### src/rtl/cnn_ctrl_pkg.sv
// Shared types and default widths for the CNN frame-timing controller.
// The top level uses these constants for every field width.
package cnn_ctrl_pkg;

  localparam int unsigned W_SIZE       = 12;
  localparam int unsigned W_DELAY      = 12;
  localparam int unsigned W_FRAME_SIZE = 2 * W_SIZE + 1;

  typedef enum logic [2:0] {
    StIdle,
    StVsync,
    StHsync,
    StData,
    StDone
  } ctrl_state_e;

  // State that opens a row: HSYNC, or straight into DATA when there is no hsync delay.
  function automatic ctrl_state_e row_entry_state(input logic hsync_zero);
    return hsync_zero ? StData : StHsync;
  endfunction

endpackage

### src/rtl/cnn_ctrl_fsm_if.sv
// Configuration/start inputs and timing outputs of cnn_ctrl_fsm.
// The master side drives the configuration; the slave side is the controller.
interface cnn_ctrl_fsm_if #(
  parameter int unsigned W_SIZE       = cnn_ctrl_pkg::W_SIZE,
  parameter int unsigned W_DELAY      = cnn_ctrl_pkg::W_DELAY,
  parameter int unsigned W_FRAME_SIZE = 2 * W_SIZE + 1
);

  logic [W_SIZE-1:0]       q_width;
  logic [W_SIZE-1:0]       q_height;
  logic [W_DELAY-1:0]      q_vsync_delay;
  logic [W_DELAY-1:0]      q_hsync_delay;
  logic [W_FRAME_SIZE-1:0] q_frame_size;
  logic                    q_start;

  logic                    o_ctrl_vsync_run;
  logic [W_DELAY-1:0]      o_ctrl_vsync_cnt;
  logic                    o_ctrl_hsync_run;
  logic [W_DELAY-1:0]      o_ctrl_hsync_cnt;
  logic                    o_ctrl_data_run;
  logic [W_SIZE-1:0]       o_row;
  logic [W_SIZE-1:0]       o_col;
  logic [W_FRAME_SIZE-1:0] o_data_count;
  logic                    o_end_frame;

  modport master (
    output q_width, q_height, q_vsync_delay, q_hsync_delay, q_frame_size, q_start,
    input  o_ctrl_vsync_run, o_ctrl_vsync_cnt, o_ctrl_hsync_run, o_ctrl_hsync_cnt,
    input  o_ctrl_data_run, o_row, o_col, o_data_count, o_end_frame
  );

  modport slave (
    input  q_width, q_height, q_vsync_delay, q_hsync_delay, q_frame_size, q_start,
    output o_ctrl_vsync_run, o_ctrl_vsync_cnt, o_ctrl_hsync_run, o_ctrl_hsync_cnt,
    output o_ctrl_data_run, o_row, o_col, o_data_count, o_end_frame
  );

endinterface

### src/rtl/cnn_ctrl_counter.sv
// Up-counter with synchronous clear (priority over enable) and a terminal-count flag
// that is high while the count equals last_i.
module cnn_ctrl_counter #(
  parameter int unsigned Width = 12
) (
  input  logic             clk,
  input  logic             rstn,
  input  logic             clr_i,
  input  logic             en_i,
  input  logic [Width-1:0] last_i,
  output logic [Width-1:0] cnt_o,
  output logic             tc_o
);

  logic [Width-1:0] cnt_q, cnt_d;

  always_comb begin
    cnt_d = cnt_q;
    if (clr_i) begin
      cnt_d = '0;
    end else if (en_i) begin
      cnt_d = cnt_q + Width'(1);
    end
  end

  always_ff @(posedge clk or negedge rstn) begin
    if (!rstn) begin
      cnt_q <= '0;
    end else begin
      cnt_q <= cnt_d;
    end
  end

  assign cnt_o = cnt_q;
  assign tc_o  = (cnt_q == last_i);

endmodule

### src/rtl/cnn_ctrl_fsm.sv
// Frame-timing controller: VSYNC, then per row HSYNC + DATA, then a one-cycle DONE pulse.
// Define CNN_CTRL_FRAME_LIMIT_EN to also end the frame after q_frame_size pixels.
module cnn_ctrl_fsm
  import cnn_ctrl_pkg::*;
(
  input logic           clk,
  input logic           rstn,
  cnn_ctrl_fsm_if.slave ctrl_io
);

  ctrl_state_e state_q, state_d;

  logic start_prev_q;
  logic trig_q, trig_d;

  logic vsync_run_q, hsync_run_q, data_run_q, end_frame_q;
  logic [W_FRAME_SIZE-1:0] count_q, count_d;

  logic               v_clr, v_en, v_tc;
  logic               h_clr, h_en, h_tc;
  logic               col_clr, col_en, col_tc;
  logic               row_clr, row_en, row_tc;
  logic [W_DELAY-1:0] v_cnt, h_cnt, v_last, h_last;
  logic [W_SIZE-1:0]  col_cnt, row_cnt, col_last, row_last;

  logic v_skip, h_skip, limit_hit, last_pixel;

  assign v_skip   = (ctrl_io.q_vsync_delay == '0);
  assign h_skip   = (ctrl_io.q_hsync_delay == '0);
  assign v_last   = ctrl_io.q_vsync_delay - W_DELAY'(1);
  assign h_last   = ctrl_io.q_hsync_delay - W_DELAY'(1);
  assign col_last = ctrl_io.q_width - W_SIZE'(1);
  assign row_last = ctrl_io.q_height - W_SIZE'(1);

  // Rising edge of q_start, only counted while idle so mid-frame edges are dropped.
  assign trig_d = ctrl_io.q_start & ~start_prev_q & (state_q == StIdle);

`ifdef CNN_CTRL_FRAME_LIMIT_EN
  assign limit_hit = (ctrl_io.q_frame_size != '0) &&
                     (count_q == ctrl_io.q_frame_size - W_FRAME_SIZE'(1));
`else
  logic unused_frame_size;
  assign unused_frame_size = ^ctrl_io.q_frame_size;
  assign limit_hit         = 1'b0;
`endif

  assign last_pixel = (col_tc & row_tc) | limit_hit;

  cnn_ctrl_counter #(
    .Width (W_DELAY)
  ) u_vsync_cnt (
    .clk    (clk),
    .rstn   (rstn),
    .clr_i  (v_clr),
    .en_i   (v_en),
    .last_i (v_last),
    .cnt_o  (v_cnt),
    .tc_o   (v_tc)
  );

  cnn_ctrl_counter #(
    .Width (W_DELAY)
  ) u_hsync_cnt (
    .clk    (clk),
    .rstn   (rstn),
    .clr_i  (h_clr),
    .en_i   (h_en),
    .last_i (h_last),
    .cnt_o  (h_cnt),
    .tc_o   (h_tc)
  );

  cnn_ctrl_counter #(
    .Width (W_SIZE)
  ) u_col_cnt (
    .clk    (clk),
    .rstn   (rstn),
    .clr_i  (col_clr),
    .en_i   (col_en),
    .last_i (col_last),
    .cnt_o  (col_cnt),
    .tc_o   (col_tc)
  );

  cnn_ctrl_counter #(
    .Width (W_SIZE)
  ) u_row_cnt (
    .clk    (clk),
    .rstn   (rstn),
    .clr_i  (row_clr),
    .en_i   (row_en),
    .last_i (row_last),
    .cnt_o  (row_cnt),
    .tc_o   (row_tc)
  );

  always_comb begin
    state_d = state_q;
    count_d = count_q;
    v_clr   = 1'b0;
    v_en    = 1'b0;
    h_clr   = 1'b0;
    h_en    = 1'b0;
    col_clr = 1'b0;
    col_en  = 1'b0;
    row_clr = 1'b0;
    row_en  = 1'b0;
    unique case (state_q)
      StIdle: begin
        v_clr   = 1'b1;
        h_clr   = 1'b1;
        col_clr = 1'b1;
        row_clr = 1'b1;
        count_d = '0;
        if (trig_q) begin
          state_d = v_skip ? row_entry_state(h_skip) : StVsync;
        end
      end
      StVsync: begin
        v_en = 1'b1;
        if (v_tc) begin
          v_clr   = 1'b1;
          state_d = row_entry_state(h_skip);
        end
      end
      StHsync: begin
        h_en = 1'b1;
        if (h_tc) begin
          h_clr   = 1'b1;
          state_d = StData;
        end
      end
      StData: begin
        col_en  = 1'b1;
        count_d = count_q + W_FRAME_SIZE'(1);
        if (last_pixel) begin
          col_clr = 1'b1;
          state_d = StDone;
        end else if (col_tc) begin
          col_clr = 1'b1;
          row_en  = 1'b1;
          state_d = row_entry_state(h_skip);
        end
      end
      StDone: begin
        state_d = StIdle;
      end
      default: begin
        state_d = StIdle;
      end
    endcase
  end

  always_ff @(posedge clk or negedge rstn) begin
    if (!rstn) begin
      state_q      <= StIdle;
      start_prev_q <= 1'b0;
      trig_q       <= 1'b0;
      count_q      <= '0;
      vsync_run_q  <= 1'b0;
      hsync_run_q  <= 1'b0;
      data_run_q   <= 1'b0;
      end_frame_q  <= 1'b0;
    end else begin
      state_q      <= state_d;
      start_prev_q <= ctrl_io.q_start;
      trig_q       <= trig_d;
      count_q      <= count_d;
      vsync_run_q  <= (state_d == StVsync);
      hsync_run_q  <= (state_d == StHsync);
      data_run_q   <= (state_d == StData);
      end_frame_q  <= (state_d == StDone);
    end
  end

  assign ctrl_io.o_ctrl_vsync_run = vsync_run_q;
  assign ctrl_io.o_ctrl_vsync_cnt = v_cnt;
  assign ctrl_io.o_ctrl_hsync_run = hsync_run_q;
  assign ctrl_io.o_ctrl_hsync_cnt = h_cnt;
  assign ctrl_io.o_ctrl_data_run  = data_run_q;
  assign ctrl_io.o_row            = row_cnt;
  assign ctrl_io.o_col            = col_cnt;
  assign ctrl_io.o_data_count     = count_q;
  assign ctrl_io.o_end_frame      = end_frame_q;

  // Run flags and the end pulse are mutually exclusive phases of one frame.
  a_phase_onehot: assert property (@(posedge clk) disable iff (!rstn)
    $onehot0({vsync_run_q, hsync_run_q, data_run_q, end_frame_q}));

  a_flags_track_state: assert property (@(posedge clk) disable iff (!rstn)
    (data_run_q == (state_q == StData)) && (end_frame_q == (state_q == StDone)));

endmodule

### src/flat_wrapper.sv
// flat-port wrapper written by rule: the top's interface ports become plain ports
module cnn_ctrl_fsm_flat import cnn_ctrl_pkg::*;
  (clk, rstn, ctrl_io_q_width, ctrl_io_q_height, ctrl_io_q_vsync_delay, ctrl_io_q_hsync_delay, ctrl_io_q_frame_size, ctrl_io_q_start, ctrl_io_o_ctrl_vsync_run, ctrl_io_o_ctrl_vsync_cnt, ctrl_io_o_ctrl_hsync_run, ctrl_io_o_ctrl_hsync_cnt, ctrl_io_o_ctrl_data_run, ctrl_io_o_row, ctrl_io_o_col, ctrl_io_o_data_count, ctrl_io_o_end_frame);
  cnn_ctrl_fsm_if ctrl_io_i ();
  input logic clk;
  input logic rstn;
  input wire logic [$bits(ctrl_io_i.q_width)-1:0] ctrl_io_q_width;
  input wire logic [$bits(ctrl_io_i.q_height)-1:0] ctrl_io_q_height;
  input wire logic [$bits(ctrl_io_i.q_vsync_delay)-1:0] ctrl_io_q_vsync_delay;
  input wire logic [$bits(ctrl_io_i.q_hsync_delay)-1:0] ctrl_io_q_hsync_delay;
  input wire logic [$bits(ctrl_io_i.q_frame_size)-1:0] ctrl_io_q_frame_size;
  input wire logic [$bits(ctrl_io_i.q_start)-1:0] ctrl_io_q_start;
  output wire logic [$bits(ctrl_io_i.o_ctrl_vsync_run)-1:0] ctrl_io_o_ctrl_vsync_run;
  output wire logic [$bits(ctrl_io_i.o_ctrl_vsync_cnt)-1:0] ctrl_io_o_ctrl_vsync_cnt;
  output wire logic [$bits(ctrl_io_i.o_ctrl_hsync_run)-1:0] ctrl_io_o_ctrl_hsync_run;
  output wire logic [$bits(ctrl_io_i.o_ctrl_hsync_cnt)-1:0] ctrl_io_o_ctrl_hsync_cnt;
  output wire logic [$bits(ctrl_io_i.o_ctrl_data_run)-1:0] ctrl_io_o_ctrl_data_run;
  output wire logic [$bits(ctrl_io_i.o_row)-1:0] ctrl_io_o_row;
  output wire logic [$bits(ctrl_io_i.o_col)-1:0] ctrl_io_o_col;
  output wire logic [$bits(ctrl_io_i.o_data_count)-1:0] ctrl_io_o_data_count;
  output wire logic [$bits(ctrl_io_i.o_end_frame)-1:0] ctrl_io_o_end_frame;
  assign ctrl_io_i.q_width = ctrl_io_q_width;
  assign ctrl_io_i.q_height = ctrl_io_q_height;
  assign ctrl_io_i.q_vsync_delay = ctrl_io_q_vsync_delay;
  assign ctrl_io_i.q_hsync_delay = ctrl_io_q_hsync_delay;
  assign ctrl_io_i.q_frame_size = ctrl_io_q_frame_size;
  assign ctrl_io_i.q_start = ctrl_io_q_start;
  assign ctrl_io_o_ctrl_vsync_run = ctrl_io_i.o_ctrl_vsync_run;
  assign ctrl_io_o_ctrl_vsync_cnt = ctrl_io_i.o_ctrl_vsync_cnt;
  assign ctrl_io_o_ctrl_hsync_run = ctrl_io_i.o_ctrl_hsync_run;
  assign ctrl_io_o_ctrl_hsync_cnt = ctrl_io_i.o_ctrl_hsync_cnt;
  assign ctrl_io_o_ctrl_data_run = ctrl_io_i.o_ctrl_data_run;
  assign ctrl_io_o_row = ctrl_io_i.o_row;
  assign ctrl_io_o_col = ctrl_io_i.o_col;
  assign ctrl_io_o_data_count = ctrl_io_i.o_data_count;
  assign ctrl_io_o_end_frame = ctrl_io_i.o_end_frame;
  cnn_ctrl_fsm u_core (.clk(clk), .rstn(rstn), .ctrl_io(ctrl_io_i));
endmodule
### config.mk
export PLATFORM = sky130hd
export DESIGN_NAME = cnn_ctrl_fsm_flat
export DESIGN_NICKNAME = d
export VERILOG_FILES = /design/src/rtl/cnn_ctrl_pkg.sv /design/src/rtl/cnn_ctrl_fsm_if.sv /design/src/rtl/cnn_ctrl_counter.sv /design/src/rtl/cnn_ctrl_fsm.sv /design/src/flat_wrapper.sv
export SDC_FILE = /design/constraint.sdc
export NUM_CORES = 1
export LEC_CHECK = 0
export ABC_AREA = 0
export CORE_UTILIZATION = 45
export DETAILED_ROUTE_END_ITERATION = 7
export HOLD_SLACK_MARGIN = 0.12
export PLACE_DENSITY_LB_ADDON = 0.08
export SLEW_MARGIN = 10
export SYNTH_ARGS = -nofsm -noshare
export SYNTH_HDL_FRONTEND = slang
export SYNTH_SLANG_ARGS = --single-unit
### constraint.sdc
create_clock -name clk -period 2.8 [get_ports clk]
set_input_delay 0.56 -clock clk [delete_from_list [all_inputs] [get_ports clk]]
set_output_delay 0.56 -clock clk [all_outputs]
set_load 0.005 [all_outputs]
==> results.json <==
{
  "vdd_ir_drop_max_v": 0.0003005,
  "dp_slack_ns": -0.7490,
  "num_vias": 5665,
  "globalplace.congestion": 0.8916,
  "die_y_um": 114.2,
  "fmax_mhz": 365.2,
  "layout.nets": 947,
  "worstPathCellList": "clkdlybuf4s15_1 -> or4_4 -> buf_6 -> or3_4 -> o221a_4 -> nand2_2 -> nor4_4 -> buf_4 -> nor3b_4 -> buf_12 -> mux2i_1 -> nor2_1",
  "firstDrtPassIters": 4,
  "crit_buf_inv": 4,
  "power.leakage_nw": 3.724,
  "synth_flop_cell": "dfrtp_1",
  "final_cell_area_mm2": 0.008488,
  "path_max_fanout": 8,
  "synth_warnings": 0,
  "clock-sinks": 82,
  "total_power_mw": 4.048,
  "final_common_cell": "clkdlybuf4s50_1",
  "rrSetupSlack_ns": 0.18,
  "die-area_mm2": 0.01303,
  "drive_gt1_share_pct": 22.75,
  "slowest_stage": "or4_4",
  "grt_overflow_total": 0,
  "grt.total_usage_pct": 25.45,
  "via_per_inst": 5.479,
  "startpoint_type": "input pin",
  "syn-instance-count": 650,
  "final_cell_mix": "clkdlybuf4s50_1 (99), buf_4 (93), dfrtp_1 (82), nor2_1 (71), nand2_1 (61)",
  "max_cap_viol_count": 0,
  "dp.final_hpwl_um": 11950,
  "synth_top_area_cell": "dfrtp_1",
  "grt_pass1_wl_um": 26610,
  "crit_family": "simple AND/OR/NAND/NOR gates",
  "antenna_left": 0,
  "drtIter0Drc": 307,
  "status": "finished, final reports clean",
  "io_pins": 153,
  "fin_crit_ns": 2.739,
  "setup_viol": 0,
  "clkTransAtPathRegs_ns": 0.06,
  "endpoint_kind": "flop",
  "async_reset_ff_share_pct": 100.0,
  "drc": 0,
  "placed_area_mm2": 0.007799,
  "synth_cell_types": 71,
  "syn_area_per_cell_um2": 8.708,
  "critPathRequiredTime_ns": 3.03,
  "cts_root_buf": "clkbuf_16",
  "core_mm2": 0.01211,
  "synth-seq-area-share_pct": 36.25,
  "avgRoutedWirePerCell_um": 15.73,
  "antenna_found_initial": 0,
  "cts_tree": "yes",
  "tightest_slew_ns": 0.6388,
  "io_buffer_count": 127,
  "fin_crit_sh_pct": 97.80,
  "powerDensity_mw_per_mm2": 476.9,
  "slowest_delay_ns": 0.52,
  "drt-total-wl_um": 16270,
  "synthTopCellsByArea": "dfrtp_1 (36%), xnor2_1 (8.2%), xor2_1 (5.9%)",
  "synth_nets": 736,
  "clk_latency_ns": 0.34,
  "cp.arrival_ns": 2.97,
  "clock_skew_ns": 0.006657,
  "rows": 40,
  "critPathKind": "in2reg",
  "layout_setup_ws_ns": 0.06149,
  "hold_viol": 0,
  "cts_buffers": 9,
  "ys_seq_elements": 82,
  "grt_pass1_vias": 5727,
  "finalSetupTns_ns": 0,
  "antenna_cells": 0,
  "area_growth_pct": 49.96,
  "cts_max_level": 3,
  "cts_hold_buffers": 0,
  "hold_path.class": "in2async",
  "die_w_um": 114.2,
  "slew_headroom_pct": 57.42,
  "initial_core_util_pct": 46.74,
  "clockBufferDepth": 2,
  "synth_top_area_share_pct": 36.25,
  "drv_slew": 0,
  "grt_max_degree": 45,
  "syn-cell-area_mm2": 0.005660,
  "synth_edf_count": 0
}
[worst paths after layout]
path / startpoint / endpoint / cells past startpoint
worst min-delay path: rstn / u_core.ctrl_io.o_data_count[3] / 1
worst max register to register: u_core.u_col_cnt.cnt_o[10] / u_core.u_row_cnt.cnt_o[1] / 10
worst max-delay path: ctrl_io_q_height[5] / u_core.u_row_cnt.cnt_o[1] / 12
max in group asynchronous: rstn / u_core.u_col_cnt.cnt_o[11] / 2
worst min register to register: u_core.start_prev_q / u_core.trig_q / 1
min in group clk: u_core.start_prev_q / u_core.trig_q / 1
[flip-flops by register name, indices dropped and copies added (netlist names)]
register                         count
u_core.u_hsync_cnt.cnt_o            12
u_core.ctrl_io.o_data_count         25
u_core.ctrl_io.o_ctrl_vsync_run      1
u_core.u_vsync_cnt.cnt_o            12
u_core.u_col_cnt.cnt_o              12
u_core.ctrl_io.o_ctrl_data_run       1
u_core.ctrl_io.o_ctrl_hsync_run      1
u_core.start_prev_q                  1
u_core.ctrl_io.o_end_frame           1
u_core.state_q                       3
u_core.trig_q                        1
u_core.u_row_cnt.cnt_o              12
[area by class of cell]
class	instances	area, um2
Clock buffer	9	225.2
Fill cell	1041	3623
Inverter	23	91.34
Tap cell	168	210.2
Sequential cell	82	2052
Multi-Input combinational cell	518	3740
Clock inverter	7	116.4
Timing Repair Buffer	227	2053
[synthesized netlist by cell type (all sizes together) (6+ instances only)]
library cell / count
a211oi: 6
a21oi: 14
and3: 14
buf: 7
clkbuf: 20
dfrtp: 82
ha: 10
inv: 23
mux2i: 16
nand2: 65
nand2b: 6
nand3: 31
nand3b: 6
nand4: 22
nor2: 72
nor2b: 6
nor3: 28
nor4: 8
o211ai: 6
o21ai: 28
o31ai: 7
or3: 10
xnor2: 53
xor2: 38
[kinds of logic after synthesis]
logic type | share of synthesized area, %
xor gates and xnor gates | 14.48
adders and majority gates | 2.210
AOI/OAI and AO/OA | 11.45
muxes | 2.829
and+or+nand+nor | 29.16
DFF | 36.25
buffers and inverters | 3.625
[routing by layer]
layer  part of all wire [%]  vias up  GRT usage, %
met2                     51      141         45.25
met4                    1.7        0         9.264
met1                     43     2769         31.30
met3                    4.0       26         3.706
met5                      0        -             0
li1                       -     2729             -
[stage by stage]
step           util, %  instances  hold WS [ns]
4_1_cts          68.50       1030        0.2600
3_5_place_dp     64.39       1008        0.3919
3_3_place_gp     64.39       1008        0.3896
6_report         70.08       1034        0.2520
5_1_grt          70.08       1034        0.2884
2_1_floorplan        -        650        0.2644
[what timing repair did]
| item | in CTS | in global routing |
|---|---|---|
| pin swaps | 24 | 27 |
| setup buffers | 7 | 5 |
| setup endpoints to repair | 36 | 39 |
| resized for setup | 57 | 49 |
[where the power goes]
group | switching, mW | internal, mW | total (mW)
combinational | 0.691 | 0.613 | 1.30
sequential | 0.115 | 1.27 | 1.39
clock | 0.488 | 0.871 | 1.36
No activity file was read; power rests on OpenSTA's default activity.
